<file path="config.mk">
export PLATFORM = sky130hd
export DESIGN_NAME = lp_tree_deserializer
export DESIGN_NICKNAME = d
export VERILOG_FILES = /design/src/rtl/lp_tree_deserializer.sv
export SDC_FILE = /design/constraint.sdc
export NUM_CORES = 1
export LEC_CHECK = 0
export CAP_MARGIN = 20
export CORE_MARGIN = 1
export CORE_UTILIZATION = 49
export CTS_CLUSTER_DIAMETER = 200
export DETAILED_ROUTE_END_ITERATION = 8
export PLACE_DENSITY = 0.83
export SLEW_MARGIN = 0
export SYNTH_ARGS = -nofsm -noshare
export SYNTH_HDL_FRONTEND = slang
export SYNTH_SLANG_ARGS = --single-unit
</file>
<file path="constraint.sdc">
create_clock -name CLK -period 1.8 [get_ports CLK]
set_input_delay 0.45 -clock CLK [delete_from_list [all_inputs] [get_ports CLK]]
set_output_delay 0.45 -clock CLK [all_outputs]
set_load 0.05 [all_outputs]
</file>
<file path="src/rtl/lp_tree_deserializer.sv">
// Receive side of the single-wire link: frames start/data/parity/stop bits back
// into WIDTH-bit words and flags parity and framing errors with one-cycle pulses.
module lp_tree_deserializer #(
  parameter int WIDTH     = 16,
  parameter bit PARITY_EN = 1'b1
) (
  input  logic             CLK,
  input  logic             RESET,
  input  logic             SERIAL_IN,
  output logic [WIDTH-1:0] PAR_OUT,
  output logic             VALID,
  output logic             PARITY_ERR,
  output logic             FRAME_ERR,
  output logic             BUSY
);

  // state  | meaning
  // IDLE   | waiting for a 1 (start bit) on SERIAL_IN
  // DATA   | shifting in WIDTH data bits, MSB first
  // PARITY | sampling the even-parity bit
  // STOP   | sampling the stop bit, issuing the result pulse
  typedef enum logic [1:0] {IDLE, DATA, PARITY, STOP} state_e;

  localparam int CW = $clog2(WIDTH);
  localparam logic [CW-1:0] LAST = CW'(WIDTH - 1);

  state_e           state_q, state_d;
  logic [CW-1:0]    cnt_q, cnt_d;
  logic [WIDTH-1:0] shreg_q, shreg_d;
  logic [WIDTH-1:0] par_out_q, par_out_d;
  logic             par_bad_q, par_bad_d;
  logic             valid_q, valid_d;
  logic             perr_q, perr_d;
  logic             ferr_q, ferr_d;

  always_ff @(posedge CLK or negedge RESET) begin
    if (!RESET) begin
      state_q   <= IDLE;
      cnt_q     <= '0;
      shreg_q   <= '0;
      par_out_q <= '0;
      par_bad_q <= 1'b0;
      valid_q   <= 1'b0;
      perr_q    <= 1'b0;
      ferr_q    <= 1'b0;
    end else begin
      state_q   <= state_d;
      cnt_q     <= cnt_d;
      shreg_q   <= shreg_d;
      par_out_q <= par_out_d;
      par_bad_q <= par_bad_d;
      valid_q   <= valid_d;
      perr_q    <= perr_d;
      ferr_q    <= ferr_d;
    end
  end

  always_comb begin
    state_d   = state_q;
    cnt_d     = cnt_q;
    shreg_d   = shreg_q;
    par_out_d = par_out_q;
    par_bad_d = par_bad_q;
    valid_d   = 1'b0;
    perr_d    = 1'b0;
    ferr_d    = 1'b0;
    case (state_q)
      IDLE: begin
        if (SERIAL_IN) begin
          state_d   = DATA;
          cnt_d     = '0;
          par_bad_d = 1'b0;
        end
      end
      DATA: begin
        shreg_d = {shreg_q[WIDTH-2:0], SERIAL_IN};
        if (cnt_q == LAST) begin
          state_d = PARITY_EN ? PARITY : STOP;
        end else begin
          cnt_d = cnt_q + 1'b1;
        end
      end
      PARITY: begin
        par_bad_d = ^{shreg_q, SERIAL_IN};
        state_d   = STOP;
      end
      STOP: begin
        // A high stop bit is a framing error and is never reused as a start.
        state_d = IDLE;
        ferr_d  = SERIAL_IN;
        perr_d  = par_bad_q;
        if (!SERIAL_IN && !par_bad_q) begin
          valid_d   = 1'b1;
          par_out_d = shreg_q;
        end
      end
      default: state_d = IDLE;
    endcase
  end

  assign PAR_OUT    = par_out_q;
  assign VALID      = valid_q;
  assign PARITY_ERR = perr_q;
  assign FRAME_ERR  = ferr_q;
  assign BUSY       = (state_q != IDLE);

endmodule

</file>
==> Yosys cells after proc, flatten, opt, wreduce, memory -nomap -nowiden <==
Index checks and enable logic that the tools add are counted.
W data, S select, Z words.
{ "classes": {"n_mux": 12, "eq_ne": 7, "add_sub_neg": 1, "reduce_logical": 12} }
{ "ops": {"columns": ["cell", "n"], "rows": [
  ["$reduce_xor A17 Y1", 1],
  ["$mux W4", 2],
  ["$pmux W2 S4", 1],
  ["$pmux W4 S2", 1],
  ["$ne A2 B2 Y1 const B", 3],
  ["$reduce_and A2 Y1", 3],
  ["$reduce_bool A2 Y1", 3],
  ["$mux W1", 5],
  ["$add A4 B1 Y4 const B", 1],
  ["$eq A2 B2 Y1 const B", 2],
  ["$eq A4 B4 Y1 const B", 1],
  ["$mux W2", 2],
  ["$reduce_and A3 Y1", 1],
  ["$eq A2 B1 Y1 const B", 1],
  ["$logic_not A1 Y1", 2],
  ["$logic_not A2 Y1", 1],
  ["$pmux W1 S2", 1],
  ["$logic_and A1 B1 Y1", 1]
]} }
{ "word_totals": {"regBits": 42, "out_inout_bits": 20, "input_bits": 3, "elab_cells": 40} }

==> Logic depth before layout (Yosys ltp) <==
Gate-level depths: netlist (run 1).
{ "depth": {"ltp_word": 4, "mapped_depth": 6, "mapped_depth_nobuf": 6} }

==> Worst setup path after synthesis (run 1) <==
Ideal clock, no wire load.
{ "synth_timing": {"path_kind": "register to register", "start": "register state_q[0]", "end": "register par_out_q[0] (netlist: PAR_OUT[0])", "setup_ns": 0.125, "arrival_time_ns": 1.449, "n_path_buf": 1, "path_slack_ns": 0.226, "required_time_ns": 1.675, "stages_incl_launch_ff": 5, "period_less_slack_ns": 1.574, "cell_sequence": "dfrtp_1 -> ha_1 -> nor3b_4 -> buf_2 -> mux2_2"} }
{ "synth_via": {"elab_chain_len": 2} }
{ "synth_lines": {"columns": ["item", "line_no", "source"], "rows": [
  ["from (decl)", "27", "state_e state_q, state_d;"],
  ["from (signal assigned)", "47", "state_q <= state_d;"],
  ["$eq A2 B2 Y1", "67", "case (state_q)"],
  ["$reduce_and A2 Y1 (no source line)", null, null],
  ["to (signal assigned)", "50", "par_out_q <= par_out_d;"],
  ["to (decl)", "30", "logic [WIDTH-1:0] par_out_q, par_out_d;"]
]} }
No other way between the ends.
A chain may end at the register's enable or synchronous reset.

==> Worst setup path in the final report (run 1) <==
{ "layout_timing": {"start": "register state_q[0]", "end": "output BUSY"} }
{ "layout_via": {"elab_chain_len": 1} }
{ "layout_lines": {"columns": ["item", "line_no", "source"], "rows": [
  ["$reduce_bool A2 Y1", "105", "assign BUSY = (state_q != IDLE);"],
  ["to (decl)", "14", "output logic BUSY"]
]} }
No other way between the ends.

==> impl_metrics.json, run 1 <==
{
  "r2r.worst_path.cells": 4,
  "syn-num-nets": 141,
  "ys_warn_count": 0,
  "yosysSeqAreaShare": 0.571,
  "dp_hpwl_um": 2310,
  "ant_nets": 0,
  "gp_routability_congestion": 0.754,
  "tightest_slew_ns": 0.618,
  "finalClockSkew_ns": 0.00962,
  "rsz0062_at_grt": "false",
  "dr.first_iter.drc_count": 49,
  "path_class": "flop to primary output",
  "synth_area_um2": 1840,
  "clock-sinks": 42,
  "cts_root_buf": "clkbuf_8",
  "first_pass_iters": 4,
  "stdcell_count": 212,
  "synth_cell_types": 24,
  "drc": 0,
  "setup.worst_path.start_class": "flop",
  "wl_per_cell_um": 14.9,
  "portBuffers": 22,
  "final_net_count": 175,
  "rows": 21,
  "crit_path_cell_trace": "inv_1, ha_4, inv_1, buf_12",
  "crit_buf_inv": 3,
  "drt-total-wl_um": 3150,
  "yosysTopAreaCellShare": 0.571,
  "synth-seq-cells": 42,
  "htreeDepth": 2,
  "cts_tree": "yes",
  "die-area_um2": 4010,
  "clock_path_buffers": 2,
  "synth_ff_type": "dfrtp_1",
  "die_w_um": 63.3,
  "syn_area_per_cell_um2": 14.0,
  "vias": 1141,
  "antenna_found_initial": 0,
  "grt_max_degree": 30,
  "cts_buffers": 5,
  "clkSlewWorstSetupHoldPaths_ns": 0.08,
  "synthArstFlopShare": 1.00,
  "cpMaxStageDelayCell": "dfrtp_1",
  "cts-hold-fix-buffers": 0,
  "period_needed_ns": 1.75,
  "maxSlewViolCount": 0,
  "synth_edf_count": 0,
  "hp-class": "input pin to asynchronous set/reset pin",
  "synth_top_area_cell": "dfrtp_1",
  "core_area_um2": 3470,
  "areaGrowthSynthToFinish_pct": 21.0,
  "worst_setup_path_end_kind": "primary output",
  "drive_gt1_frac": 0.434,
  "max_stage_delay_ns": 0.42,
  "post-route-period-util": 0.973,
  "cp.arrival_ns": 1.30,
  "grt_pass1_vias": 1153,
  "die_height_um": 63.3,
  "slew_headroom": 0.588,
  "via_per_inst": 5.38,
  "crit_required_ns": 1.35,
  "synthTopCellsByCount": "dfrtp_1, mux2_2, xnor2_1, o21ai_0",
  "hold_viol_final": 0,
  "crit_top_cell": "inv_1",
  "status": "complete, no violations",
  "initial_core_util": 0.531,
  "ios": 23,
  "clk-insertion-delay-late_ns": 0.29,
  "crit_fanout": 4,
  "crit_cells": 4,
  "placed_cells": 205,
  "netlist_instances": 132,
  "grt-ovfl-total": 0,
  "num_antenna_cells": 0,
  "synthMostInstantiatedCell": "dfrtp_1",
  "nFillCells": 287,
  "setup_viol": 0,
  "max_freq_mhz": 571,
  "holdWs_ns": 0.160,
  "grt_first_pass_wirelength_um": 5340,
  "crit_family": "flip-flops",
  "cap_violations": 0,
  "grtUsageTotal": 0.180,
  "synth.area.top_cells": "dfrtp_1, mux2_2, xnor2_1, ha_1, o21ai_0"
}
## placed cells by master (no fill, tap or decap), types with 2 or more instances in the layout
cell / synthesis / routed
ha_1: 6 / 5
nand2_1: 6 / 6
mux2_2: 32 / 32
xor2_1: 2 / 2
xnor2_1: 11 / 11
nand3_1: 4 / 4
buf_12: 0 / 2
nand2b_1: 2 / 2
clkinv_2: 0 / 2
o21ai_0: 8 / 8
buf_4: 0 / 26
and2_1: 2 / 2
clkbuf_8: 0 / 5
inv_1: 3 / 3
dfrtp_1: 42 / 42
## metrics by stage
stage          setup TNS (ns)  cell area (µm²)  utilization  setup WS (ns)
2_1_floorplan               0             1840            -          0.226
3_3_place_gp           -0.480             2140        0.616        -0.0325
6_report                    0             2230        0.642         0.0478
3_5_place_dp            -1.07             2140        0.616        -0.0780
4_1_cts                     0             2220        0.640         0.0198
5_1_grt                     0             2230        0.642        0.00620
## metal layers
metal	vias up	GRT usage	wire, µm
li1	523	-	-
met1	585	0.212	1340
met2	25	0.297	1620
met3	8	0.0598	124
met4	0	0.0824	66
met5	-	0	0
## what timing repair did
| action | in CTS | in global routing |
|---|---|---|
| gates cloned | 0 | 0 |
| setup endpoints to repair | 1 | 1 |
| setup buffers | 0 | 0 |
| resized for setup | 1 | 1 |
## cell type report
type                            count  area, µm²  share of cell area
Multi-Input combinational cell     84        779               0.350
Clock inverter                      2       10.0             0.00449
Inverter                            3       11.3             0.00505
Timing Repair Buffer               30        250               0.112
Sequential cell                    42       1050               0.472
Tap cell                           46       57.6              0.0258
Clock buffer                        5       68.8              0.0309
## final timing paths
kind                             from          to  slack (ns)
min in group CLK           PAR_OUT[7]  PAR_OUT[7]        0.51
max                        state_q[0]        BUSY        0.05
max in group asynchronous       RESET  shreg_q[3]        1.07
max reg2reg                state_q[1]  shreg_q[9]        0.14
min reg2reg                PAR_OUT[7]  PAR_OUT[7]        0.51
min                             RESET  state_q[0]        0.16
## cells by family after synthesis
family	Yosys count	share of synthesized area
AOI/OAI and AO/OA	12	0.0380
adders and majority gates	6	0.0408
xor gates and xnor gates	15	0.0829
buffers and inverters	6	0.0129
muxes	32	0.196
DFF	42	0.571
and+or+nand+nor	19	0.0591
## registers in the layout, indices dropped and copies added, names as in the netlist
register	cells
PARITY_ERR	1
state_q	2
FRAME_ERR	1
par_bad_q	1
cnt_q	4
VALID	1
shreg_q	16
PAR_OUT	16
Power of run 1 is left out: the tool's default activity adds up to more than one toggle a clock period on the data nets, which glitch-free logic cannot reach.
==> inputs of run 2 (changes only) <==
- CORE_UTILIZATION: 49 -> 45
- PLACE_DENSITY: 0.83 -> 0.78
==> impl_metrics.json, run 2 (same netlist as run 1, synthesis figures left out) <==
{
  "clkSlewWorstSetupHoldPaths_ns": 0.07,
  "cap_violations": 0,
  "core_area_um2": 3800,
  "grt_first_pass_wirelength_um": 5440,
  "setup_viol": 0,
  "grt_pass1_vias": 1158,
  "drc": 0,
  "vias": 1096,
  "gp_routability_congestion": 0.758,
  "cts-hold-fix-buffers": 0,
  "portBuffers": 22,
  "drive_gt1_frac": 0.422,
  "die_height_um": 66.0,
  "worst_setup_path_end_kind": "primary output",
  "areaGrowthSynthToFinish_pct": 21.7,
  "first_pass_iters": 4,
  "ios": 23,
  "grtUsageTotal": 0.172,
  "path_class": "flop to primary output",
  "cts_setup_buffers": 0,
  "crit_family": "flip-flops",
  "cpMaxStageDelayCell": "dfrtp_1",
  "crit_fanout": 4,
  "max_freq_mhz": 584,
  "grt_max_degree": 23,
  "cts_buffers": 5,
  "max_stage_delay_ns": 0.40,
  "antenna_found_initial": 0,
  "dr.first_iter.drc_count": 36,
  "final_cell_mix": "dfrtp_1, mux2_2, buf_4",
  "period_needed_ns": 1.71,
  "die_w_um": 66.0,
  "drt-total-wl_um": 3160,
  "crit_required_ns": 1.35,
  "hold_viol_final": 0,
  "initial_core_util": 0.485,
  "clock_path_buffers": 2,
  "tightest_slew_ns": 0.499,
  "mostFrequentLayoutCell": "dfrtp_1",
  "clock-sinks": 42,
  "grt-ovfl-total": 0,
  "maxSlewViolCount": 0,
  "final_net_count": 175,
  "crit_buf_inv": 3,
  "wl_per_cell_um": 14.8,
  "cts_tree": "yes",
  "finalClockSkew_ns": 0.00726,
  "slew_headroom": 0.667,
  "crit_path_cell_trace": "inv_1, ha_4, inv_1, buf_12",
  "rsz0062_at_grt": "false",
  "die-area_um2": 4350,
  "ant_nets": 0,
  "htreeDepth": 2,
  "setup.worst_path.start_class": "flop",
  "clk-insertion-delay-late_ns": 0.30,
  "rows": 22,
  "cp.arrival_ns": 1.26,
  "dp_hpwl_um": 2250,
  "post-route-period-util": 0.952,
  "num_antenna_cells": 0,
  "hp-class": "input pin to asynchronous set/reset pin",
  "status": "complete, no violations",
  "crit_top_cell": "inv_1",
  "tns_ns": 0,
  "via_per_inst": 5.12,
  "cts_root_buf": "clkbuf_8"
}
==> run 2: changes by cell type in the layout (fill, tap and decap cells not counted) <==
cell / delta
buf_12: +1
buf_4: -1
clkbuf_1: +2
clkinv_2: -2
==> run 2: final cells by class <==
class,count,area [µm²]
clock buffers,7,76.3
fillers,320,1560
inverters,3,11.3
well taps,48,60.1
flip-flops and latches,42,1050
multi-input cells,84,779
repair buffers,30,263
==> run 2: stage by stage <==
stage          instance area, µm²  hold WS [ns]  std cells  setup slack [ns]  utilization
2_1_floorplan                1840         0.154        132             0.226            -
3_3_place_gp                 2150         0.435        207           -0.0316        0.567
3_5_place_dp                 2150         0.445        207            -0.140        0.567
4_1_cts                      2230         0.128        214            0.0394        0.587
5_1_grt                      2240         0.145        214            0.0360        0.590
6_report                     2240         0.113        214            0.0870        0.590
==> run 2: worst paths after layout <==
kind	start	end	slack, ns	cells past startpoint
max in group asynchronous	RESET	shreg_q[1]	1.19	2
worst min-delay path	RESET	shreg_q[9]	0.11	1
worst min register to register	PAR_OUT[11]	PAR_OUT[11]	0.51	1
worst max register to register	state_q[0]	state_q[0]	0.25	7
worst max-delay path	state_q[0]	BUSY	0.09	4
min in group CLK	PAR_OUT[11]	PAR_OUT[11]	0.51	1
==> run 2: repair_timing <==
action | CTS | global route
resized for setup | 1 | 1
gates cloned | 0 | 0
endpoints found under the setup margin | 1 | 1
pin swaps | 0 | 0
==> run 2: metal layers <==
layer	vias up	track usage	wire length [µm]
li1	523	-	-
met3	6	0.0466	129
met5	-	0	0
met2	23	0.291	1560
met1	544	0.207	1410
met4	0	0.0718	57
Power of run 2 is left out for the same reason.
